--- src/rtl/video_pkg.sv ---
// video_pkg
// Shared Wishbone constants and the word format carried from the stream
// slave port to the SDRAM master port of stream_to_sdram_bridge.
//   CTI_CLASSIC / CTI_END : Wishbone cycle type identifiers
//   BTE_LINEAR            : Wishbone burst type used on the SDRAM bus
//   stream_word_t         : one buffered write (address, byte selects, data)
package video_pkg;

  localparam logic [2:0] CTI_CLASSIC = 3'b000;
  localparam logic [2:0] CTI_END     = 3'b111;
  localparam logic [1:0] BTE_LINEAR  = 2'b00;

  typedef struct packed {
    logic [31:0] adr;
    logic [3:0]  sel;
    logic [31:0] dat;
  } stream_word_t;

  localparam int STREAM_WORD_W = $bits(stream_word_t);

endpackage

--- src/rtl/sync_fifo.sv ---
// sync_fifo
// Single-clock FIFO with show-ahead output: dout presents the oldest entry
// combinationally whenever empty is low.
//   clk, rst_n  : clock, asynchronous active-low reset (empties the FIFO)
//   push, din   : write request and data (ignored when full unless popping)
//   pop, dout   : read request (ignored when empty) and head-of-queue data
//   full, empty : occupancy flags
module sync_fifo #(
  parameter int WIDTH = 8,
  parameter int DEPTH = 16
) (
  input  logic             clk,
  input  logic             rst_n,
  input  logic             push,
  input  logic             pop,
  input  logic [WIDTH-1:0] din,
  output logic [WIDTH-1:0] dout,
  output logic             full,
  output logic             empty
);

  localparam int AW = $clog2(DEPTH);

  logic [WIDTH-1:0] mem [DEPTH];
  // One extra pointer bit distinguishes full from empty when indices match.
  logic [AW:0]      wr_ptr_reg;
  logic [AW:0]      rd_ptr_reg;
  logic             do_push;
  logic             do_pop;

  assign empty   = (wr_ptr_reg == rd_ptr_reg);
  assign full    = (wr_ptr_reg[AW] != rd_ptr_reg[AW]) &&
                   (wr_ptr_reg[AW-1:0] == rd_ptr_reg[AW-1:0]);
  assign do_pop  = pop & ~empty;
  // A push into a full FIFO is legal when the head leaves on the same edge;
  // the freed slot is the one being written.
  assign do_push = push & (~full | do_pop);
  assign dout    = mem[rd_ptr_reg[AW-1:0]];

  always_ff @(posedge clk or negedge rst_n) begin
    if (!rst_n) begin
      wr_ptr_reg <= '0;
      rd_ptr_reg <= '0;
    end else begin
      if (do_push) wr_ptr_reg <= wr_ptr_reg + 1'b1;
      if (do_pop)  rd_ptr_reg <= rd_ptr_reg + 1'b1;
    end
  end

  // Storage carries no reset; only the pointers define valid contents.
  always_ff @(posedge clk) begin
    if (do_push) mem[wr_ptr_reg[AW-1:0]] <= din;
  end

endmodule

--- src/rtl/stream_to_sdram_bridge.sv ---
// stream_to_sdram_bridge
// Wishbone slave for the video stream bus. Write words are buffered in a
// FIFO and replayed, in order, as classic single Wishbone writes on the SDRAM
// bus where this block is master. Reads on the stream side are refused with
// s_err. SDRAM errors drop the word and are counted in drop_cnt; retries
// reissue the same word after one idle cycle.
//   sys_clk, sys_rst_n       : clock, asynchronous active-low reset
//   s_cyc/s_stb/s_we/s_adr/s_dat_ms/s_sel : stream bus request (slave side)
//   s_ack/s_err/s_rty/s_dat_sm             : stream bus response
//   m_cyc/m_stb/m_we/m_adr/m_dat_ms/m_sel/m_cti/m_bte : SDRAM bus request
//   m_ack/m_err/m_rty/m_dat_sm             : SDRAM bus response
//   drop_cnt                 : saturating count of words dropped on m_err
module stream_to_sdram_bridge
  import video_pkg::*;
#(
  parameter int          FIFO_DEPTH = 16,
  parameter logic [31:0] BASE_ADR   = 32'h0000_0000
) (
  input  logic        sys_clk,
  input  logic        sys_rst_n,
  input  logic        s_cyc,
  input  logic        s_stb,
  input  logic        s_we,
  input  logic [31:0] s_adr,
  input  logic [31:0] s_dat_ms,
  input  logic [3:0]  s_sel,
  output logic        s_ack,
  output logic        s_err,
  output logic        s_rty,
  output logic [31:0] s_dat_sm,
  output logic        m_cyc,
  output logic        m_stb,
  output logic        m_we,
  output logic [31:0] m_adr,
  output logic [31:0] m_dat_ms,
  output logic [3:0]  m_sel,
  output logic [2:0]  m_cti,
  output logic [1:0]  m_bte,
  input  logic        m_ack,
  input  logic        m_err,
  input  logic        m_rty,
  input  logic [31:0] m_dat_sm,
  output logic [15:0] drop_cnt
);

  typedef enum logic {IDLE, WRITE} state_t;

  state_t       state_reg;
  // Set after m_rty: the word in the m_* registers must be sent again.
  logic         retry_reg;

  stream_word_t fifo_din;
  stream_word_t fifo_dout;
  logic         fifo_full;
  logic         fifo_empty;
  logic         fifo_push;
  logic         fifo_pop;

  // SDRAM read data is never needed; this block only writes.
  logic         unused_dat;
  assign unused_dat = ^m_dat_sm;

  assign s_rty    = 1'b0;
  assign s_dat_sm = 32'h0;
  assign m_we     = m_cyc;
  assign m_cti    = CTI_CLASSIC;
  assign m_bte    = BTE_LINEAR;

  // ~s_ack keeps a held strobe from being accepted twice: the master sees the
  // ack on the same edge and only then moves to its next request.
  assign fifo_push = s_cyc & s_stb & s_we & ~s_ack & ~fifo_full;
  assign fifo_din  = '{adr: s_adr, sel: s_sel, dat: s_dat_ms};
  assign fifo_pop  = (state_reg == IDLE) & ~retry_reg & ~fifo_empty;

  sync_fifo #(
    .WIDTH (STREAM_WORD_W),
    .DEPTH (FIFO_DEPTH)
  ) u_fifo (
    .clk   (sys_clk),
    .rst_n (sys_rst_n),
    .push  (fifo_push),
    .pop   (fifo_pop),
    .din   (fifo_din),
    .dout  (fifo_dout),
    .full  (fifo_full),
    .empty (fifo_empty)
  );

  always_ff @(posedge sys_clk or negedge sys_rst_n) begin
    if (!sys_rst_n) begin
      state_reg <= IDLE;
      retry_reg <= 1'b0;
      s_ack     <= 1'b0;
      s_err     <= 1'b0;
      m_cyc     <= 1'b0;
      m_stb     <= 1'b0;
      m_adr     <= 32'h0;
      m_dat_ms  <= 32'h0;
      m_sel     <= 4'h0;
      drop_cnt  <= 16'h0;
    end else begin
      s_ack <= fifo_push;
      // Reads are refused; gating on ~s_err makes a held read strobe see one
      // error pulse per request rather than a level.
      s_err <= s_cyc & s_stb & ~s_we & ~s_err;

      case (state_reg)
        IDLE: begin
          if (retry_reg) begin
            // Address/data/select registers still hold the retried word.
            m_cyc     <= 1'b1;
            m_stb     <= 1'b1;
            retry_reg <= 1'b0;
            state_reg <= WRITE;
          end else if (!fifo_empty) begin
            m_cyc     <= 1'b1;
            m_stb     <= 1'b1;
            m_adr     <= BASE_ADR + fifo_dout.adr;
            m_dat_ms  <= fifo_dout.dat;
            m_sel     <= fifo_dout.sel;
            state_reg <= WRITE;
          end
        end
        WRITE: begin
          if (m_ack) begin
            m_cyc     <= 1'b0;
            m_stb     <= 1'b0;
            state_reg <= IDLE;
          end else if (m_err) begin
            m_cyc     <= 1'b0;
            m_stb     <= 1'b0;
            state_reg <= IDLE;
            if (drop_cnt != 16'hFFFF) drop_cnt <= drop_cnt + 16'h1;
          end else if (m_rty) begin
            m_cyc     <= 1'b0;
            m_stb     <= 1'b0;
            retry_reg <= 1'b1;
            state_reg <= IDLE;
          end
        end
        default: state_reg <= IDLE;
      endcase
    end
  end

endmodule

--- config.mk ---
export PLATFORM = sky130hd
export DESIGN_NAME = stream_to_sdram_bridge
export DESIGN_NICKNAME = d
export VERILOG_FILES = /design/src/rtl/video_pkg.sv /design/src/rtl/sync_fifo.sv /design/src/rtl/stream_to_sdram_bridge.sv
export SDC_FILE = /design/constraint.sdc
export NUM_CORES = 1
export LEC_CHECK = 0
export ABC_AREA = 1
export CORE_ASPECT_RATIO = 0.7
export CORE_MARGIN = 5
export CORE_UTILIZATION = 45
export DETAILED_ROUTE_END_ITERATION = 10
export SETUP_SLACK_MARGIN = 0.1
export SLEW_MARGIN = 20
export SYNTH_ARGS = -nofsm -noshare
export SYNTH_HDL_FRONTEND = slang
export SYNTH_HIERARCHICAL = 1
export SYNTH_SLANG_ARGS = --single-unit
--- constraint.sdc ---
create_clock -name sys_clk -period 7.15 [get_ports sys_clk]
set_input_delay 2.145 -clock sys_clk [delete_from_list [all_inputs] [get_ports sys_clk]]
set_output_delay 2.145 -clock sys_clk [all_outputs]
set_load 0.01 [all_outputs]
==> metrics.md <==
| Metric | Value |
|---|---|
| Status | completed |
| Max-Slew Margin vs Limit | 26.4% |
| Comb pwr share | a little under a third |
| Fin. Hold Viols | 0 |
| Clock power share | between 20 and 30% |
| Crit path from | s_cyc |
| Core area | around 100,000 µm² |
| Max reg flops | between 1,000 and 1,500 |
| Pwr dens | ~370 nW/µm² |
| Final wirelength | around 110 mm |
| Reg2reg end | u_fifo/mem[0][6] |
| Worst r2r src | u_fifo/rd_ptr_reg[1] |
| Wirelength per Cell | between 20 and 25 µm |
| # rows | 99 |
| Avg Cell Area, Syn | between 10 and 15 µm² |
| Largest net degree at the start of global routing | roughly 180 |
| Post-CTS setup buffers | 0 |
| Final Cycle Share | a little over two thirds |
| Syn Inst Count | 3,908 |
| Reg power frac | roughly 41% |
| Gr ovfl total | 0 |
| Synth top area cells | edfxtp_1 (69%), nor2_1 (6.2%), dfrtp_1 (5.2%) |
| First-pass GRT wire length | roughly 170 mm |
| Syn Std Cell Area | ~48,000 µm² |
| Die area | 112,000 µm² |
| Netlist cell types | 34 |
| CP Data Arrival Time | 5.35 ns |
| DIE HEIGHT | approximately 280 µm |
| Int Pwr | about 0.013 W |
| Total clock buffers created by CTS | 110 |
| Async set-or-reset flop fraction in the synthesized netlist | roughly 8.3% |
| Switching Fraction | around a third |
| Starting density of the core | a little under half |
| Initial antenna violation count | 13 |
| Synth top area share | between 60% and 70% |
| Fin Setup TNS | 0 ns |
| CTS resizes | 0 |
| Bufs on Longest Clock Path | 3 |
| RSZ-0062 raised after global routing | no |
| Leakage | 18.4 nW |
| GPL Wtd Cong | approximately 0.77 |
| Number of synthesized register bits | about 1,200 |
| Layout area overhead | 13.2% |
| Fill cells | a little under 9,000 |
| Critical path class | in2reg |
| Top FF cell, synth | edfxtp_1 |
| Most frequent cells in the layout | edfxtp_1 (1,088), nor2_1 (773), nand2_1 (598) |
| Most common cell after layout, fill and taps aside | edfxtp_1 |
| Die X-Extent | 399 µm |
| Post-synth EDFFs | 1,088 |
| Setup WS post-layout | between 2 and 2.5 ns |
| Max-cap violations | 0 |
| Yosys Warn Count | 6 |
| Endpoint class of the critical path | flop |
| Root buf cell | clkbuf_16 |
| Final Max Slew Viols | 0 |
| Post-CTS Hold Buffers | 0 |
| Worst Setup Slack post-DPL | around 1.4 ns |
| Register area share after synthesis | between 70% and 80% |
| Router iterations before antenna repair | 5 |
| Worst-Skew Late Latency | approximately 0.7 ns |
| Reg2reg setup slack | 2.33 ns |
| CP endpoint | u_fifo/mem[0][6] |
| DR DRC count | 0 |
| H-tree levels | 3 |
| F_max | between 150 and 200 MHz |
| I/O pin total | ~240 |
| Iteration-0 DRC Markers | approximately 2,500 |
| Total Nets Final | 4,113 |
| Sink Count | approximately 1,200 |
| Cell accounting for the most synthesized area | edfxtp_1 |
| Endpoints failing setup | 0 |
| Post-DP HPWL | approximately 59 mm |
| CTS tree | done |
| Worst slew pin tran | 1.10 ns |
| Clk pin slew, worst setup/hold paths | ~0.070 ns |
| I/O Buffers | 164 |
| Clk_skew | between 0.03 and 0.04 ns |
| Crit path time final | 5.01 ns |
| Reg2Reg Depth | 12 |
| VDD IR max | 0.239 mV |
| Total global routing track utilization | approximately 20% |
| WP data required | approximately 7.5 ns |
| Vias in the first global route | ~28,000 |
| Share of post-route cells with drive strength above 1 | roughly 5.9% |
| HP Class | reg2reg |
| Net Switching | 0.00697 W |
| CP max FO | 44 |
| ANT nets after route | 0 |
| Via density | between 5 and 6 |
| Startpoint Class | input port |
| Vias | 29,400 |
-- worst min-delay path by stage --
stage	startpoint	end	slack, ns	cells past startpoint
floorplan	s_err	s_err	0.47	1
global placement	s_err	s_err	0.42	1
detailed placement	s_err	s_err	0.42	1
CTS	s_err	s_err	0.43	1
global route	s_err	s_err	0.45	1
finish	s_err	s_err	0.43	1
-- per-stage QoR --
step / util [%] / std cells / hold WS [ns] / instance area, µm² / power [W]
global placement: 48.1 / 5299 / 0.423 / 50300 / 0.0145
CTS: 51.5 / 5499 / 0.434 / 53800 / 0.0203
finish: 51.5 / 5506 / 0.429 / 53800 / 0.0201
floorplan: - / 3945 / 0.472 / 47700 / 0.0126
global route: 51.5 / 5501 / 0.450 / 53800 / 0.0214
detailed placement: 48.1 / 5299 / 0.425 / 50300 / 0.0146
-- kinds of logic after synthesis --
| kind of cell | count (synthesis) | synth area share, % |
|---|---|---|
| xor gates and xnor gates | 14 | 0.258 |
| and+or+nand+nor | 1493 | 12.2 |
| DFF | 1187 | 73.9 |
| adders and majority gates | 6 | 0.158 |
| other | 1 | 0.00789 |
| AOI/OAI and AO/OA | 827 | 9.62 |
| buffers and inverters | 380 | 3.88 |
-- power groups by stage --
stage | clock [W] | combinational [W] | sequential [W]
global route | 0.00613 | 0.00699 | 0.00824
CTS | 0.00582 | 0.00626 | 0.00820
detailed placement | 0 | 0.00623 | 0.00835
global placement | 0 | 0.00618 | 0.00834
finish | 0.00569 | 0.00622 | 0.00820
floorplan | 0 | 0.00418 | 0.00839
-- critical path, cell delays in order --
cell             delay (ns)
clkdlybuf4s50_1        0.47
nand2_1                0.14
nor4b_1                0.33
buf_4                  0.22
nand2_2                0.51
nor2_4                 1.04
buf_12                 0.42
-- area by class of cell --
| type | instances | area, µm² | area share [%] |
|---|---|---|---|
| diodes | 5 | 12.5 | 0.0232 |
| clock buffers | 144 | 2940 | 5.46 |
| clock inverters | 56 | 534 | 0.992 |
| inverters | 103 | 417 | 0.774 |
| multi-input cells | 2378 | 10800 | 20.1 |
| flip-flops and latches | 1187 | 35200 | 65.3 |
| well taps | 1414 | 1770 | 3.29 |
| repair buffers | 219 | 2180 | 4.05 |
-- synthesized netlist by cell type (2+ instances only) --
cell	count
edfxtp_1	1088
nor2_1	790
nand2_1	598
o21ai_0	382
o21ai_1	237
o211ai_1	136
clkbuf_1	113
dfrtp_1	99
inv_1	97
nand3_1	89
o22ai_1	69
buf_2	61
buf_4	54
buf_1	31
buf_6	18
xnor2_1	11
ha_1	6
nand4_1	6
inv_2	3
xor2_1	3
clkinv_1	2
nand2_2	2
o21ai_2	2
-- metal layers --
layer	track usage (%)	share of wire, %	vias up
met5	0	0.069	-
met4	4.52	1.9	12
met3	4.43	7.2	141
met2	30.6	44	763
met1	29.9	47	14600
li1	-	-	13900
(Power assumes the default switching activity.)
